## config.mk

```make
export PLATFORM = sky130hd
export DESIGN_NAME = ats21_cmd_issuer_flat
export DESIGN_NICKNAME = d
export VERILOG_FILES = /design/src/rtl/ats21_pkg.sv /design/src/rtl/ats21_cmd_issuer_if.sv /design/src/rtl/ats21_cmd_fifo.sv /design/src/rtl/ats21_cmd_issuer.sv /design/src/flat_wrapper.sv
export SDC_FILE = /design/constraint.sdc
export NUM_CORES = 1
export LEC_CHECK = 0
export CORE_UTILIZATION = 50
export CTS_BUF_LIST = sky130_fd_sc_hd__clkbuf_8
export DETAILED_ROUTE_END_ITERATION = 10
export PLACE_DENSITY = 0.77
export SYNTH_ARGS = -nofsm -noshare
export SYNTH_HDL_FRONTEND = slang
export SYNTH_HIERARCHICAL = 1
export SYNTH_SLANG_ARGS = --single-unit
```

## constraint.sdc

```tcl
create_clock -name clk -period 3.29 [get_ports clk]
set_input_delay 0.4935 -clock clk [delete_from_list [all_inputs] [get_ports clk]]
set_output_delay 0.4935 -clock clk [all_outputs]
set_load 0.02 [all_outputs]
```

## src/rtl/ats21_pkg.sv

```systemverilog
// ---------------------------------------------------------------------------
// ats21_pkg
// Shared definitions for the ATS21 command issuer slice: the ATS21
// instruction opcodes, the issuer FSM state encoding, bus widths and a
// small helper that identifies commands that are completed locally.
// ---------------------------------------------------------------------------
package ats21_pkg;

    localparam int NUM_ALARMS = 24;
    localparam int CMD_W      = 32;
    localparam int BEAT_W     = 16;

    // ATS21 instruction opcodes, carried in cmd[31:29]
    typedef enum logic [2:0] {
        OP_NOP     = 3'b000,
        OP_SET_CLK = 3'b001,
        OP_EN_CLK  = 3'b010,
        OP_MODE    = 3'b011,
        OP_SET_ALM = 3'b101,
        OP_SET_TMR = 3'b110,
        OP_EN_ALM  = 3'b111
    } ats21_opcode_e;

    // Issuer FSM states, in the order a device command walks through them
    typedef enum logic [2:0] {
        ST_IDLE = 3'd0,
        ST_HI   = 3'd1,
        ST_LO   = 3'd2,
        ST_WAIT = 3'd3,
        ST_RESP = 3'd4,
        ST_GAPW = 3'd5
    } issuer_state_e;

    // A NOP never reaches the device; it is answered by the issuer itself
    function automatic logic is_local_op(input logic [2:0] opcode);
        return opcode == OP_NOP;
    endfunction

endpackage

```

## src/rtl/ats21_cmd_issuer_if.sv

```systemverilog
// ---------------------------------------------------------------------------
// ats21_cmd_issuer_if
// Host-side command/response handshake of the ATS21 command issuer.
//   cmd_valid / cmd_data / cmd_ready : command offer, accepted on valid & ready
//   rsp_valid / rsp_ack / rsp_local  : one-cycle completion report
// Modports:
//   master : the host (drives commands, receives responses)
//   slave  : the issuer (accepts commands, drives responses)
// ---------------------------------------------------------------------------
interface ats21_cmd_issuer_if;
    import ats21_pkg::*;

    logic             cmd_valid;
    logic [CMD_W-1:0] cmd_data;
    logic             cmd_ready;
    logic             rsp_valid;
    logic             rsp_ack;
    logic             rsp_local;

    modport master (
        output cmd_valid,
        output cmd_data,
        input  cmd_ready,
        input  rsp_valid,
        input  rsp_ack,
        input  rsp_local
    );

    modport slave (
        input  cmd_valid,
        input  cmd_data,
        output cmd_ready,
        output rsp_valid,
        output rsp_ack,
        output rsp_local
    );

endinterface

```

## src/rtl/ats21_cmd_fifo.sv

```systemverilog
// ---------------------------------------------------------------------------
// ats21_cmd_fifo
// Synchronous command FIFO with a first-word-fall-through read port.
// Ports:
//   clk, reset_n       : clock, asynchronous active-low reset
//   push, push_data    : write strobe and data
//   pop, pop_data      : read strobe; pop_data always shows the head entry
//   full, empty        : occupancy flags
// A push while full is still honoured when a pop happens in the same cycle.
// ---------------------------------------------------------------------------
module ats21_cmd_fifo #(
    parameter int DEPTH = 4,
    parameter int WIDTH = 32
) (
    input  logic             clk,
    input  logic             reset_n,
    input  logic             push,
    input  logic [WIDTH-1:0] push_data,
    input  logic             pop,
    output logic [WIDTH-1:0] pop_data,
    output logic             full,
    output logic             empty
);

    localparam int AW = $clog2(DEPTH);

    logic [WIDTH-1:0] mem [DEPTH];
    // One extra wrap bit tells a full FIFO from an empty one
    logic [AW:0]      wr_ptr;
    logic [AW:0]      rd_ptr;
    logic             do_push;
    logic             do_pop;

    assign empty   = (wr_ptr == rd_ptr);
    assign full    = (wr_ptr[AW] != rd_ptr[AW]) && (wr_ptr[AW-1:0] == rd_ptr[AW-1:0]);
    assign do_pop  = pop && !empty;
    assign do_push = push && (!full || do_pop);
    assign pop_data = mem[rd_ptr[AW-1:0]];

    // Pointer update; both strobes may act in the same cycle
    always_ff @(posedge clk or negedge reset_n) begin
        if (!reset_n) begin
            wr_ptr <= '0;
            rd_ptr <= '0;
        end else begin
            if (do_push) wr_ptr <= wr_ptr + 1'b1;
            if (do_pop)  rd_ptr <= rd_ptr + 1'b1;
        end
    end

    // Storage needs no reset: entries are only read after being written
    always_ff @(posedge clk) begin
        if (do_push) mem[wr_ptr[AW-1:0]] <= push_data;
    end

endmodule

```

## src/rtl/ats21_cmd_issuer.sv

```systemverilog
// ---------------------------------------------------------------------------
// ats21_cmd_issuer
// Client-side initiator for one ATS21 control port. Buffers 32-bit host
// commands, sends each as two 16-bit beats (high half first) on ctrl with
// req, samples the port's stat bit as Ack/Nack and reports a response.
// NOP commands are answered locally without touching the device.
// Independently, rising edges on the ATS21 alarm data bus are captured into
// sticky, write-1-to-clear event bits with a registered interrupt.
// Ports:
//   clk, reset_n   : clock, asynchronous active-low reset
//   host           : command/response handshake (slave modport)
//   req, ctrl      : device request and 16-bit control beat
//   stat_in        : device status bit, 1 = Ack
//   alarm_data     : device alarm bits
//   evt_clr        : write-1-to-clear mask for evt_pending
//   evt_pending    : sticky rising-edge events
//   evt_irq        : registered OR of evt_pending
//   busy           : a command is in flight or waiting in the FIFO
// ---------------------------------------------------------------------------
module ats21_cmd_issuer #(
    parameter int CMD_DEPTH  = 4,
    parameter int STAT_LAT   = 1,
    parameter int GAP        = 1,
    parameter int NUM_ALARMS = 24
) (
    input  logic                  clk,
    input  logic                  reset_n,
    ats21_cmd_issuer_if.slave     host,
    output logic                  req,
    output logic [15:0]           ctrl,
    input  logic                  stat_in,
    input  logic [NUM_ALARMS-1:0] alarm_data,
    input  logic [NUM_ALARMS-1:0] evt_clr,
    output logic [NUM_ALARMS-1:0] evt_pending,
    output logic                  evt_irq,
    output logic                  busy
);
    import ats21_pkg::*;

    // One counter serves both the status wait and the inter-command gap
    localparam int CNT_MAX = (STAT_LAT > GAP) ? STAT_LAT : GAP;
    localparam int CNT_W   = $clog2(CNT_MAX + 1);

    issuer_state_e     state;
    issuer_state_e     state_next;
    logic [CNT_W-1:0]  cnt;
    logic [CMD_W-1:0]  cmd_q;
    logic              cmd_local;
    logic              ready_en;

    logic              fifo_push;
    logic              fifo_pop;
    logic [CMD_W-1:0]  fifo_head;
    logic              fifo_full;
    logic              fifo_empty;

    logic              req_d;
    logic [15:0]       ctrl_d;
    logic              rsp_valid_d;
    logic              rsp_ack_d;
    logic              rsp_local_d;
    logic              rsp_valid_q;
    logic              rsp_ack_q;
    logic              rsp_local_q;

    logic [NUM_ALARMS-1:0] alarm_q;

    // Host handshake: ready is held low until the first clock after reset
    assign host.cmd_ready = ready_en && !fifo_full;
    assign fifo_push      = host.cmd_valid && host.cmd_ready;
    assign host.rsp_valid = rsp_valid_q;
    assign host.rsp_ack   = rsp_ack_q;
    assign host.rsp_local = rsp_local_q;
    assign busy           = (state != ST_IDLE) || !fifo_empty;

    ats21_cmd_fifo #(
        .DEPTH (CMD_DEPTH),
        .WIDTH (CMD_W)
    ) u_fifo (
        .clk       (clk),
        .reset_n   (reset_n),
        .push      (fifo_push),
        .push_data (host.cmd_data),
        .pop       (fifo_pop),
        .pop_data  (fifo_head),
        .full      (fifo_full),
        .empty     (fifo_empty)
    );

    // State register plus the per-command context and the registered
    // outputs. Outputs are registered from the current state, so each beat
    // appears on the pins one cycle after the FSM sits in HI or LO.
    always_ff @(posedge clk or negedge reset_n) begin
        if (!reset_n) begin
            state       <= ST_IDLE;
            cnt         <= '0;
            cmd_q       <= '0;
            cmd_local   <= 1'b0;
            ready_en    <= 1'b0;
            req         <= 1'b0;
            ctrl        <= '0;
            rsp_valid_q <= 1'b0;
            rsp_ack_q   <= 1'b0;
            rsp_local_q <= 1'b0;
        end else begin
            state       <= state_next;
            ready_en    <= 1'b1;
            req         <= req_d;
            ctrl        <= ctrl_d;
            rsp_valid_q <= rsp_valid_d;
            rsp_ack_q   <= rsp_ack_d;
            rsp_local_q <= rsp_local_d;
            // Counter restarts on every state change and runs within a state
            if (state_next != state) cnt <= '0;
            else                     cnt <= cnt + 1'b1;
            if (fifo_pop) begin
                cmd_q     <= fifo_head;
                cmd_local <= is_local_op(fifo_head[31:29]);
            end
        end
    end

    // Next-state logic. WAIT lasts STAT_LAT cycles so that the RESP cycle,
    // where stat_in is captured, falls STAT_LAT cycles after the visible
    // low beat. Local NOPs skip the gap entirely.
    always_comb begin
        state_next = state;
        case (state)
            ST_IDLE: begin
                if (!fifo_empty)
                    state_next = is_local_op(fifo_head[31:29]) ? ST_RESP : ST_HI;
            end
            ST_HI:   state_next = ST_LO;
            ST_LO:   state_next = ST_WAIT;
            ST_WAIT: begin
                if (cnt == CNT_W'(STAT_LAT - 1)) state_next = ST_RESP;
            end
            ST_RESP: state_next = cmd_local ? ST_IDLE : ST_GAPW;
            ST_GAPW: begin
                if (cnt == CNT_W'(GAP - 1)) state_next = ST_IDLE;
            end
            default: state_next = ST_IDLE;
        endcase
    end

    // Output decode: values loaded into the output registers at the end of
    // the current state, plus the combinational FIFO pop strobe
    always_comb begin
        fifo_pop    = 1'b0;
        req_d       = 1'b0;
        ctrl_d      = '0;
        rsp_valid_d = 1'b0;
        rsp_ack_d   = 1'b0;
        rsp_local_d = 1'b0;
        case (state)
            ST_IDLE: fifo_pop = !fifo_empty;
            ST_HI: begin
                req_d  = 1'b1;
                ctrl_d = cmd_q[31:16];
            end
            ST_LO: begin
                req_d  = 1'b1;
                ctrl_d = cmd_q[15:0];
            end
            ST_RESP: begin
                rsp_valid_d = 1'b1;
                rsp_local_d = cmd_local;
                rsp_ack_d   = cmd_local ? 1'b0 : stat_in;
            end
            default: ;
        endcase
    end

    // Alarm event capture: a new rising edge beats a simultaneous clear so
    // that an event arriving during the clear is never lost
    always_ff @(posedge clk or negedge reset_n) begin
        if (!reset_n) begin
            alarm_q     <= '0;
            evt_pending <= '0;
            evt_irq     <= 1'b0;
        end else begin
            alarm_q     <= alarm_data;
            evt_pending <= (evt_pending & ~evt_clr) | (alarm_data & ~alarm_q);
            evt_irq     <= |evt_pending;
        end
    end

endmodule

```

## src/flat_wrapper.sv

```systemverilog
// flat-port wrapper written by rule: the top's interface ports become plain ports
module ats21_cmd_issuer_flat import ats21_pkg::*;
#(
    parameter int CMD_DEPTH  = 4,
    parameter int STAT_LAT   = 1,
    parameter int GAP        = 1,
    parameter int NUM_ALARMS = 24
)
  (clk, reset_n, req, ctrl, stat_in, alarm_data, evt_clr, evt_pending, evt_irq, busy, host_cmd_valid, host_cmd_data, host_cmd_ready, host_rsp_valid, host_rsp_ack, host_rsp_local);
  ats21_cmd_issuer_if host_i ();
  input  logic clk;
  input  logic reset_n;
  output logic req;
  output logic [15:0] ctrl;
  input  logic stat_in;
  input  logic [NUM_ALARMS-1:0] alarm_data;
  input  logic [NUM_ALARMS-1:0] evt_clr;
  output logic [NUM_ALARMS-1:0] evt_pending;
  output logic evt_irq;
  output logic busy;
  input wire logic [$bits(host_i.cmd_valid)-1:0] host_cmd_valid;
  input wire logic [$bits(host_i.cmd_data)-1:0] host_cmd_data;
  output wire logic [$bits(host_i.cmd_ready)-1:0] host_cmd_ready;
  output wire logic [$bits(host_i.rsp_valid)-1:0] host_rsp_valid;
  output wire logic [$bits(host_i.rsp_ack)-1:0] host_rsp_ack;
  output wire logic [$bits(host_i.rsp_local)-1:0] host_rsp_local;
  assign host_i.cmd_valid = host_cmd_valid;
  assign host_i.cmd_data = host_cmd_data;
  assign host_cmd_ready = host_i.cmd_ready;
  assign host_rsp_valid = host_i.rsp_valid;
  assign host_rsp_ack = host_i.rsp_ack;
  assign host_rsp_local = host_i.rsp_local;
  ats21_cmd_issuer #(.CMD_DEPTH(CMD_DEPTH), .STAT_LAT(STAT_LAT), .GAP(GAP), .NUM_ALARMS(NUM_ALARMS)) u_core (.clk(clk), .reset_n(reset_n), .host(host_i), .req(req), .ctrl(ctrl), .stat_in(stat_in), .alarm_data(alarm_data), .evt_clr(evt_clr), .evt_pending(evt_pending), .evt_irq(evt_irq), .busy(busy));
endmodule
```

Yosys cells after proc, flatten, opt, wreduce, memory -nomap -nowiden
Memories as Yosys holds them, arrays and structs flattened.
Index checks and enable logic that the tools add are counted.
W data, S select, Z words.
{"block": "word_totals", "reg_bits": 113, "latchBits": 0, "mem_bits_rw": 128, "rom_bits": 0, "inputBits": 84, "wordCells": 63, "memories": 1}
{"name": "u_core.u_fifo.mem", "words": 4, "width": 32, "read_ports": 1, "rd_clocked_by_memory_dff": 0, "wr": 1, "line": "ats21_cmd_fifo.sv:27", "source": "logic [WIDTH-1:0] mem [DEPTH];"}
{"block": "op_classes", "n_addsub": 3, "n_mul": 0, "n_div": 0, "n_lt_le_gt_ge": 0, "eq_ne": 9, "n_shift": 0, "muxes": 16, "n_bitwise": 5, "reduce_logical": 14}
{"cell": "$and A24 B24 Y24", "n": 2}
{"cell": "$not A24 Y24", "n": 2}
{"cell": "$pmux W16 S2", "n": 1}
{"cell": "$or A24 B24 Y24", "n": 1}
{"cell": "$reduce_or A24 Y1", "n": 1}
{"cell": "$pmux W3 S6", "n": 1}
{"cell": "$mux W3", "n": 5}
{"cell": "$mux W1", "n": 9}
{"cell": "$add A3 B1 Y3 const B", "n": 2}
{"cell": "$eq A3 B2 Y1 const B", "n": 2}
{"cell": "$eq A3 B3 Y1 const B", "n": 2}
{"cell": "$logic_not A3 Y1", "n": 2}
{"cell": "$logic_and A1 B1 Y1", "n": 5}
{"cell": "$eq A3 B1 Y1 const B", "n": 1}
{"cell": "$eq A3 B3 Y1", "n": 1}
{"cell": "$ne A3 B3 Y1", "n": 1}
{"cell": "$reduce_bool A3 Y1", "n": 1}
{"cell": "$eq A2 B2 Y1", "n": 1}
{"cell": "$logic_not A1 Y1", "n": 2}
{"cell": "$logic_or A1 B1 Y1", "n": 2}
{"cell": "$reduce_or A2 Y1", "n": 1}
{"cell": "$add A1 B1 Y1 const B", "n": 1}
{"cell": "$ne A1 B1 Y1", "n": 1}

Longest topological paths before layout
Gate-level depths: netlist of the first run.
{"block": "logic_depth", "word_depth": 8, "depth_mapped": 10, "depth_no_buf": 7}

Cells and area by module
The synthesis of the first run kept the hierarchy.
{"mod": "ats21_cmd_fifo", "instances": 1, "cells_each": 214, "area_each_um2": 5068.6}
{"mod": "ats21_cmd_issuer", "instances": 1, "cells_each": 290, "area_each_um2": 3966.3}

Worst setup path after synthesis of the first run
Ideal clock, no wire load.
{"block": "synth_path", "path_type": "register -> register", "startpoint": "register u_core.u_fifo.rd_ptr[1]", "endpoint": "memory u_core.u_fifo.mem[1][0] (enable)", "setup_ps": 392, "arrival_time_ps": 2874, "slack_ps": 24, "stages_incl_launch_ff": 10, "n_path_buf": 4, "path_cell_list": "dfrtp_1 > buf_2 > xor2_1 > buf_2 > nor3_1 > nor4_4 > buf_6 > clkbuf_2 > or4_4 > and3_1"}
{"block": "synth_via", "elab_chain_cells": 8, "word_cells_on_any_way": 13, "cone_classes": "2 x eq/ne; 3 x mux; 8 x reduce/logical"}
{"element": "start, declared", "line": "ats21_cmd_fifo.sv:30", "source": "logic [AW:0] rd_ptr;"}
{"element": "start signal, assigned", "line": "ats21_cmd_fifo.sv:47", "source": "if (do_pop) rd_ptr <= rd_ptr + 1'b1;"}
{"element": "$eq A3 B3 Y1", "line": "ats21_cmd_fifo.sv:34", "source": "assign empty = (wr_ptr == rd_ptr);"}
{"element": "named net u_core.fifo_empty", "line": "ats21_cmd_issuer.sv:55", "source": "logic fifo_empty;"}
{"element": "$logic_not A1 Y1", "line": "ats21_cmd_issuer.sv:156", "source": "ST_IDLE: fifo_pop = !fifo_empty;"}
{"element": "$mux W1", "line": "ats21_cmd_issuer.sv:155", "source": "case (state)"}
{"element": "named net u_core.fifo_pop", "line": "ats21_cmd_issuer.sv:52", "source": "logic fifo_pop;"}
{"element": "$logic_and A1 B1 Y1", "line": "ats21_cmd_fifo.sv:36", "source": "assign do_pop = pop && !empty;"}
{"element": "$logic_or A1 B1 Y1", "line": "ats21_cmd_fifo.sv:37", "source": "assign do_push = push && (!full || do_pop);"}
{"element": "$logic_and A1 B1 Y1", "line": "ats21_cmd_fifo.sv:37"}
{"element": "$mux W1", "line": "ats21_cmd_fifo.sv:53", "source": "if (do_push) mem[wr_ptr[AW-1:0]] <= push_data;"}
{"element": "$mux W1 (implied by the code)", "line": "ats21_cmd_fifo.sv:53"}
{"element": "end, declared", "line": "ats21_cmd_fifo.sv:27"}
The timed path passes the listed nets, and every way through them passes these cells.

Final worst setup path of the first run
{"block": "layout_path", "startpoint": "register u_core.u_fifo.wr_ptr[1]", "endpoint": "output port busy"}
{"block": "layout_via", "elab_chain_cells": 3}
{"element": "start, declared", "line": "ats21_cmd_fifo.sv:29", "source": "logic [AW:0] wr_ptr;"}
{"element": "start signal, assigned", "line": "ats21_cmd_fifo.sv:46", "source": "if (do_push) wr_ptr <= wr_ptr + 1'b1;"}
{"element": "$eq A3 B3 Y1", "line": "ats21_cmd_fifo.sv:34"}
{"element": "named net u_core.fifo_empty", "line": "ats21_cmd_issuer.sv:55"}
{"element": "$logic_not A1 Y1", "line": "ats21_cmd_issuer.sv:74", "source": "assign busy = (state != ST_IDLE) || !fifo_empty;"}
{"element": "$logic_or A1 B1 Y1", "line": "ats21_cmd_issuer.sv:74"}
{"element": "end, declared", "line": "flat_wrapper.sv:20", "source": "output logic busy;"}
The timed path passes the listed nets, and every way through them passes these cells.

==> flow_metrics.env, run 1 <==
export IMPL_synth_seq_cells=241
export IMPL_fin_tns_setup_ps=0
export IMPL_die_h_um=136
export IMPL_pin_count=131
export IMPL_drive_gt1_frac=0.199
export IMPL_path_clk_slew_ps=60
export IMPL_maxCapViolCount=0
export IMPL_synth_top_cell_area_share=0.425
export IMPL_clock_path_buffers=3
export IMPL_area_growth_pct=26.4
export IMPL_grt_antenna_before_repair=0
export IMPL_tritoncts="yes"
export IMPL_cts_buffers=38
export IMPL_hold_class="reg2reg"
export IMPL_htreeDepth=2
export IMPL_worstHoldPathCells=1
export IMPL_worst_pin_slew_ps=790
export IMPL_power_leakage_uw=0.00456
export IMPL_syn_avg_cell_area_um2=17.9
export IMPL_grt_max_degree=78
export IMPL_yosys_most_used_dff="edfxtp_1"
export IMPL_setup_viol=0
export IMPL_layout_nets=754
export IMPL_grt_pass1_vias=5169
export IMPL_slew_viol_final=0
export IMPL_maxSlewHeadroom=0.473
export IMPL_r2r_cells=7
export IMPL_rsz0062_at_grt="false"
export IMPL_wirelength_um=17300
export IMPL_synth_fp_nets=593
export IMPL_grt_usage=0.194
export IMPL_drc_errors=0
export IMPL_fin_worst_skew_ps=14.7
export IMPL_seq_area_frac_synth=0.738
export IMPL_overflow=0
export IMPL_hold_viol=0
export IMPL_cp_required_ps=2800
export IMPL_synth_edf_count=128
export IMPL_cts_root_buffer="clkbuf_8"
export IMPL_syn_area_um2=9030
export IMPL_ys_types=49
export IMPL_dp_cells=849
export IMPL_path_class="reg2out"
export IMPL_vias_per_cell=5.32
export IMPL_antennaDiodeCount=0
export IMPL_grt_pass1_wl_um=26700
export IMPL_num_vias=4893
export IMPL_num_rows=48
export IMPL_ant_nets=0
export IMPL_first_pass_iters=4
export IMPL_final_common_cell="clkdlybuf4s50_1"
export IMPL_path_max_fanout=8
export IMPL_wire_per_inst_um=18.8
export IMPL_stdcell_count=920
export IMPL_period_needed_ps=3000
export IMPL_peakVddDrop_mv=0.473
export IMPL_cp_arrival_ps=2510
export IMPL_ys_top_cells_by_area="edfxtp_1 (43%), dfrtp_1 (31%), mux4_2 (8.0%)"
export IMPL_endpoint_kind="output pin"
export IMPL_dieArea_um2=18600
export IMPL_drt_iter0_markers=228
export IMPL_place_gp_congestion=0.748
export IMPL_die_width_um=136
export IMPL_core_um2=17500
export IMPL_synthCells=504
export IMPL_crit_path_start_kind="flop"
export IMPL_async_reset_ff_frac=0.469
export IMPL_numClockSinks=241
export IMPL_hpwl_um=10600
export IMPL_synth_top_area_cell="edfxtp_1"
export IMPL_max_freq_mhz=333
export IMPL_clk_latency_ps=530
export IMPL_yosysWarnings=6
export IMPL_io_buffers=130
export IMPL_fin_crit_sh=0.913
export IMPL_outcome="finished, final reports clean"
export IMPL_p_per_area_nw_per_um2=847
export IMPL_final_cell_mix="clkdlybuf4s50_1 (129), edfxtp_1 (128), dfrtp_1 (112)"
export IMPL_initial_core_util=0.517
## critical path: stages (launching register included)
cell             delay (ps)
dfrtp_1                 430
xor2_1                  220
buf_4                   200
nor3_1                  370
nand3b_1                170
clkdlybuf4s50_1         590
## cell usage after synthesis, types with 2 or more instances
cell type / number
nor2_1: 21
mux4_2: 32
mux2_2: 6
inv_1: 53
clkbuf_1: 6
dfrtp_1: 113
nor3_1: 4
o31ai_1: 2
buf_1: 2
nor2b_1: 3
o22ai_1: 26
mux2_1: 2
nand2_1: 4
and2_1: 3
buf_2: 8
ha_1: 5
buf_6: 4
mux2_4: 27
and3_1: 4
edfxtp_1: 128
xor2_1: 2
a22oi_1: 16
nor4_1: 6
xnor2_1: 2
## worst paths after layout
| kind | from | end | slack [ps] |
|---|---|---|---|
| worst min register to register | u_core/alarm_q[14]$_DFF_PN0_ | u_core/evt_pending[14]$_DFF_PN0_ | 410 |
| min in group asynchronous | reset_n | u_core/evt_pending[14]$_DFF_PN0_ | 500 |
| worst max-delay path | u_core/u_fifo/wr_ptr[1]$_DFFE_PN0P_ | busy | 290 |
| max in group asynchronous | reset_n | u_core/evt_pending[20]$_DFF_PN0_ | 2020 |
| worst max register to register | u_core/u_fifo/wr_ptr[1]$_DFFE_PN0P_ | u_core/u_fifo/rd_ptr[1]$_DFFE_PN0P_ | 480 |
| worst min-delay path | u_core/alarm_q[14]$_DFF_PN0_ | u_core/evt_pending[14]$_DFF_PN0_ | 410 |
## area by class of cell
type                            instances  area, µm²
Timing Repair Buffer                  142       1400
Clock buffer                           44        606
Fill cell                            1207       6060
Sequential cell                       241       6670
Tap cell                              225        282
Inverter                               53        199
Multi-Input combinational cell        189       2040
Clock inverter                         26        210
## power by group
group | internal [µW] | switching, µW
Clock | 1540 | 1110
Sequential | 3810 | 315
Combinational | 1500 | 1390
Total | 6850 | 2820
## flip-flops by register name, summed over array words and instances, names as in the netlist
signal and count:
u_core/evt_pending 24, u_core/host.rsp_valid 1, u_core/evt_irq 1, u_core/u_fifo/wr_ptr 3, u_core/ready_en 1, u_core/cmd_local 1, u_core/host.rsp_ack 1, u_core/cmd_q 32
u_core/req 1, u_core/u_fifo/rd_ptr 3, u_core/host.rsp_local 1, u_core/u_fifo/mem 128, u_core/alarm_q 24, u_core/ctrl 16, u_core/state 3, u_core/cnt 1
## cell families (layout without fill, tap and decap cells)
| logic type | after synthesis | after routing | share of synthesized area |
|---|---|---|---|
| AO/OA/AOI/OAI | 56 | 56 | 0.0449 |
| buffers and inverters | 74 | 265 | 0.0353 |
| XOR/XNOR | 5 | 5 | 0.00568 |
| AND/OR/NAND/NOR | 55 | 55 | 0.0338 |
| multiplexers | 67 | 67 | 0.135 |
| flip-flops | 241 | 241 | 0.738 |
| other | 1 | 1 | 0.000415 |
| adder cells (fa/ha/maj) | 5 | 5 | 0.00692 |
## stage by stage
| step | utilization | area (µm²) | power [µW] | hold WS (ps) | worst slack (ps) |
|---|---|---|---|---|---|
| after floorplan | - | 9030 | 6250 | 198 | 23.5 |
| after global placement | 0.606 | 10600 | 6970 | 404 | 664 |
| after detailed placement | 0.606 | 10600 | 7090 | 405 | 502 |
| after CTS | 0.653 | 11400 | 9790 | 403 | 252 |
| after global routing | 0.653 | 11400 | 10200 | 411 | 109 |
| final | 0.653 | 11400 | 9670 | 411 | 288 |
## metal layers
metal,wire (µm),GRT usage,vias up,share of wire
met1,6780,0.229,2430,0.39
met2,8610,0.335,219,0.50
met3,1590,0.0600,36,0.092
met5,0,0,-,0
li1,-,-,2208,-
met4,339,0.0698,0,0.020
## what timing repair did
action	in CTS	in global routing
resized for setup	0	0
hold buffers	1	0
endpoints found under the hold margin	36	0
setup buffers	0	0
Power figures use the tool's default switching activity.
==> run 2, diff against run 1 <==
Settings changed: CAP_MARGIN from default to 20, CORE_UTILIZATION 50 to 44, PLACE_DENSITY 0.77 to 0.69, RECOVER_POWER from default to 25.
==> run 2 against run 1 <==
Global-route usage is 1.2 points lower. Flip-flop and latch count stayed put. Clock power is 7.5% lower. Largest power group unchanged.
==> flow_metrics.env, run 2 (synthesis gave the netlist of run 1 again) <==
export IMPL_outcome="finished, final reports clean"
export IMPL_drt_iter0_markers=250
export IMPL_peakVddDrop_mv=0.411
export IMPL_drc_errors=0
export IMPL_fin_worst_skew_ps=16.3
export IMPL_cts_root_buffer="clkbuf_8"
export IMPL_numClockSinks=241
export IMPL_initial_core_util=0.448
export IMPL_r2r_cells=9
export IMPL_internal_power_uw=6640
export IMPL_htreeDepth=2
export IMPL_path_class="reg2out"
export IMPL_grt_pass1_wl_um=29300
export IMPL_fin_tns_setup_ps=0
export IMPL_hold_viol=0
export IMPL_cts_buffers=40
export IMPL_largest_reg_flops=128
export IMPL_die_h_um=145
export IMPL_num_vias=4862
export IMPL_setup_viol=0
export IMPL_final_cell_mix="edfxtp_1 (128), dfrtp_1 (112), clkdlybuf4s50_1 (84)"
export IMPL_cp_top_family="buffers and inverters"
export IMPL_die_width_um=145
export IMPL_multiInputGateArea_um2=2040
export IMPL_grt_antenna_before_repair=0
export IMPL_path_cells="xor2_1 -> buf_4 -> nor3_1 -> nor2b_1 -> clkdlybuf4s50_1"
export IMPL_power_leakage_uw=0.00455
export IMPL_wire_per_inst_um=19.1
export IMPL_rsz0062_at_grt="false"
export IMPL_r2r_slack_ps=610
export IMPL_total_power_uw=9520
export IMPL_clock_path_buffers=3
export IMPL_period_needed_ps=2910
export IMPL_area_growth_pct=26.5
export IMPL_grt_pass1_vias=5377
export IMPL_p_per_area_nw_per_um2=833
export IMPL_r2r_start="u_core/u_fifo/wr_ptr[1]$_DFFE_PN0P_"
export IMPL_seq_area_um2=6670
export IMPL_path_max_fanout=8
export IMPL_vias_per_cell=5.03
export IMPL_wirelength_um=18500
export IMPL_final_common_cell="edfxtp_1"
export IMPL_overflow=0
export IMPL_endpoint_kind="output pin"
export IMPL_grt_max_degree=82
export IMPL_io_buffers=130
export IMPL_antennaDiodeCount=0
export IMPL_cp_buffers_inverters=2
export IMPL_power_switching_uw=2880
export IMPL_core_um2=20200
export IMPL_worst_pin_slew_ps=1090
export IMPL_crit_path_start_kind="flop"
export IMPL_cp_arrival_ps=2420
export IMPL_first_pass_iters=4
export IMPL_slew_viol_final=0
export IMPL_clk_latency_ps=530
export IMPL_maxSlewHeadroom=0.272
export IMPL_place_gp_congestion=0.877
export IMPL_dieArea_um2=21100
export IMPL_hp_start="u_core/alarm_q[17]$_DFF_PN0_"
export IMPL_path_clk_slew_ps=60
export IMPL_min_to="u_core/evt_pending[17]$_DFF_PN0_"
export IMPL_fillers=1584
export IMPL_power_share_clock=0.257
export IMPL_cts_repair_resized=0
export IMPL_ant_nets=0
export IMPL_seqPwrFrac=0.434
export IMPL_cp_required_ps=2800
export IMPL_grt_usage=0.182
export IMPL_fin_crit_sh=0.885
export IMPL_tritoncts="yes"
export IMPL_swShare=0.303
export IMPL_pwr_share_comb=0.309
export IMPL_maxCapViolCount=0
export IMPL_hpwl_um=11500
export IMPL_crit_slowest_cell="clkdlybuf4s50_1"
export IMPL_drive_gt1_frac=0.197
export IMPL_layout_nets=758
export IMPL_max_freq_mhz=343
export IMPL_worstHoldPathCells=1
export IMPL_timing_rr_end="u_core/u_fifo/mem[3][17]$_DFFE_PP_"
export IMPL_max_stage_delay_ps=650
export IMPL_hold_class="reg2reg"
export IMPL_num_rows=52
export IMPL_pin_count=131
## run 2: cell count changes in the layout (fill, tap and decap cells not counted), moves of 2 or more
cell	delta
clkinv_2	-2
bufinv_16	-3
dlygate4sd3_1	+45
inv_1	+2
clkdlybuf4s50_1	-45
## run 2: layout make-up
cell class / instances / share of cell area
clock buffer: 45 / 0.0542
clock inverter: 25 / 0.0117
inverter: 53 / 0.0174
multi-input combinational: 189 / 0.179
sequential: 241 / 0.584
tap: 270 / 0.0296
timing repair buffer: 144 / 0.124
## run 2: layer usage
metal / vias up / GRT usage / wire, µm
met3: 30 / 0.0428 / 1160
met4: 0 / 0.0679 / 354
met5: - / 0 / 0
li1: 2208 / - / -
met2: 193 / 0.298 / 9000
met1: 2431 / 0.237 / 7970
## run 2: worst max path at each step
stage	start	to	slack [ps]	cells past startpoint
after global placement	u_core/u_fifo/wr_ptr[1]$_DFFE_PN0P_	u_core/u_fifo/mem[3][8]$_DFFE_PP_	750	9
after global routing	u_core/u_fifo/wr_ptr[1]$_DFFE_PN0P_	host_cmd_ready	190	5
after CTS	u_core/u_fifo/wr_ptr[1]$_DFFE_PN0P_	host_cmd_ready	360	5
after detailed placement	u_core/u_fifo/wr_ptr[1]$_DFFE_PN0P_	u_core/u_fifo/mem[3][0]$_DFFE_PP_	640	9
final	u_core/u_fifo/wr_ptr[1]$_DFFE_PN0P_	host_cmd_ready	380	5
after floorplan	u_core/u_fifo/rd_ptr[1]$_DFFE_PN0P_	u_core/u_fifo/mem[1][0]$_DFFE_PP_	20	9
## run 2: metrics by stage
stage	worst slack, ps	instances	util	instance area, µm²	hold slack, ps
2_1_floorplan	23.5	504	-	9030	198
3_3_place_gp	747	895	0.528	10600	403
3_5_place_dp	640	895	0.528	10600	409
4_1_cts	362	965	0.565	11400	151
5_1_grt	187	967	0.567	11400	423
6_report	378	967	0.567	11400	415
## run 2: worst register-to-register path, delay by kind of cell, from the launching register on
kind / cells / cell delay [ps]
buffers and inverters: 3 / 760
and+or+nand+nor: 4 / 670
DFF: 1 / 420
xor gates and xnor gates: 1 / 370
AOI/OAI and AO/OA: 1 / 80
## run 2: power groups by stage
| stage | sequential [µW] | clock, µW | combinational (µW) |
|---|---|---|---|
| finish | 4130 | 2450 | 2940 |
| global route | 4200 | 2660 | 3150 |
| CTS | 4140 | 2530 | 2980 |
| detailed placement | 4180 | 0 | 2980 |
| global placement | 4160 | 0 | 2870 |
| floorplan | 4190 | 0 | 2070 |
## run 2: timing repair
item	CTS	global route
setup buffers	0	0
hold buffers	0	1
hold endpoints to repair	0	18
==> run 3, diff against run 2 <==
Settings changed: CORE_ASPECT_RATIO from default to 0.75.
==> run 3 against run 2 <==
Fmax down 2.1%. Clock-buffer cell count down 3. Clock power down 6%. Wire length down 4.5%. Critical path depth unchanged. Setup slack worse by 62 ps. Die area about the same. The flow now finishes with violations (max-capacitance violations, max-slew violations).
==> flow_metrics.env, run 3 (synthesis gave the netlist of run 1 again) <==
export IMPL_fin_area_um2=11300
export IMPL_power_share_clock=0.246
export IMPL_initial_core_util=0.458
export IMPL_crit_end="busy"
export IMPL_clock_path_buffers=3
export IMPL_cts_setup_buffers=0
export IMPL_core_um2=19700
export IMPL_antennaDiodeCount=0
export IMPL_numClockSinks=241
export IMPL_r2r_slack_ps=610
export IMPL_wire_per_inst_um=18.8
export IMPL_dp_cells=878
export IMPL_num_rows=44
export IMPL_fin_worst_skew_ps=12.4
export IMPL_p_per_area_nw_per_um2=826
export IMPL_clk_latency_ps=510
export IMPL_timing_rr_end="u_core/u_fifo/mem[2][11]$_DFFE_PP_"
export IMPL_cp_required_ps=2800
export IMPL_vias_per_cell=5.16
export IMPL_path_max_fanout=12
export IMPL_placed_cell_area_um2=10600
export IMPL_wirelength_um=17700
export IMPL_cp_arrival_ps=2480
export IMPL_period_needed_ps=2970
export IMPL_die_width_um=167
export IMPL_hold_viol=0
export IMPL_fillers=1501
export IMPL_power_switching_uw=2800
export IMPL_htreeDepth=2
export IMPL_grt_antenna_before_repair=0
export IMPL_maxCapViolCount=1
export IMPL_cts_buffers=36
export IMPL_setup_viol=0
export IMPL_endpoint_kind="output pin"
export IMPL_cts_repair_resized=0
export IMPL_hold_class="in2async"
export IMPL_ant_nets=0
export IMPL_grt_pass1_wl_um=28600
export IMPL_place_gp_congestion=0.761
export IMPL_stdcell_count=941
export IMPL_overflow=0
export IMPL_slew_viol_final=62
export IMPL_pwr_share_comb=0.314
export IMPL_grt_pass1_vias=5213
export IMPL_first_pass_iters=5
export IMPL_num_vias=4856
export IMPL_drt_iter0_markers=318
export IMPL_crit_path_start_kind="flop"
export IMPL_tritoncts="yes"
export IMPL_r2r_cells=7
export IMPL_drc_errors=0
export IMPL_area_growth_pct=25.3
export IMPL_hold_buffers=0
export IMPL_cts_root_buffer="clkbuf_8"
export IMPL_violations="max-capacitance violations, max-slew violations"
export IMPL_pin_count=131
export IMPL_grt_max_degree=63
export IMPL_fin_crit_sh=0.904
export IMPL_r2r_start="u_core/u_fifo/wr_ptr[1]$_DFFE_PN0P_"
export IMPL_seqPwrFrac=0.440
export IMPL_grt_usage=0.177
export IMPL_largest_reg_flops=128
export IMPL_max_freq_mhz=336
export IMPL_swShare=0.299
export IMPL_final_cell_mix="edfxtp_1 (128), dfrtp_1 (112), clkdlybuf4s50_1 (93)"
export IMPL_worst_pin_slew_ps=1510
export IMPL_maxSlewHeadroom=-0.00954
export IMPL_final_common_cell="edfxtp_1"
export IMPL_internal_power_uw=6550
export IMPL_hpwl_um=11000
export IMPL_dieArea_um2=21100
export IMPL_power_leakage_uw=0.00451
export IMPL_peakVddDrop_mv=0.366
export IMPL_path_class="reg2out"
export IMPL_io_buffers=130
export IMPL_outcome="finished with violations"
export IMPL_path_clk_slew_ps=70
export IMPL_fin_tns_setup_ps=0
export IMPL_startpoint="u_core/u_fifo/wr_ptr[1]$_DFFE_PN0P_"
export IMPL_layout_nets=752
export IMPL_total_power_uw=9350
export IMPL_rsz0062_at_grt="false"
export IMPL_drive_gt1_frac=0.189
export IMPL_finish_utilization=0.574
export IMPL_die_h_um=126
[run 3: changes by cell type in the layout (fill, tap and decap cells not counted), sizes merged]
| cell | before | now |
|---|---|---|
| clkdlybuf4s50 | 84 | 93 |
| inv | 67 | 68 |
| dlygate4sd3 | 46 | 36 |
| clkbuf | 46 | 43 |
| buf | 13 | 12 |
| clkinv | 9 | 5 |
| clkinvlp | 1 | 0 |
[run 3: per-layer routing]
layer  up-vias  share of wire  global-route usage
li1       2195              -                   -
met1      2447           0.45               0.243
met2       172           0.46               0.283
met3        42          0.065              0.0396
met4         0          0.024              0.0572
met5         -              0                   0
[run 3: stage by stage]
step / hold WS (ps) / worst slack (ps)
detailed placement: 406 / 628
global placement: 401 / 716
CTS: 78.1 / 281
floorplan: 198 / 23.5
global route: 419 / 204
finish: 357 / 316
[run 3: power by group through the flow]
stage	Clock, µW	Sequential (µW)	Combinational [µW]
global placement	0	4140	2890
finish	2300	4110	2930
CTS	2370	4120	2980
detailed placement	0	4170	2970
floorplan	0	4190	2070
global route	2490	4180	3170
[run 3: cell type report]
type                       count  area, µm²  area share
multi-input combinational    189       2040       0.181
sequential                   241       6670       0.590
timing repair buffer         142       1400       0.124
inverter                      53        199      0.0176
tap                          253        317      0.0280
clock inverter                21        108     0.00951
clock buffer                  42        578      0.0511
[run 3: how the worst min path moves through the flow]
| stage | start | end | slack [ps] |
|---|---|---|---|
| 2_1_floorplan | reset_n | u_core/alarm_q[0]$_DFF_PN0_ | 200 |
| 3_3_place_gp | u_core/alarm_q[21]$_DFF_PN0_ | u_core/evt_pending[21]$_DFF_PN0_ | 400 |
| 3_5_place_dp | u_core/alarm_q[13]$_DFF_PN0_ | u_core/evt_pending[13]$_DFF_PN0_ | 410 |
| 4_1_cts | reset_n | u_core/evt_pending[16]$_DFF_PN0_ | 80 |
| 5_1_grt | u_core/alarm_q[13]$_DFF_PN0_ | u_core/evt_pending[13]$_DFF_PN0_ | 420 |
| 6_report | reset_n | u_core/ctrl[4]$_DFF_PN0_ | 360 |
[run 3: critical path: stages (launching register included)]
cell and delay, ps:
dfrtp_1 420, xor2_1 150, buf_4 180, nor3_1 420
nand3b_1 210, clkdlybuf4s50_1 590
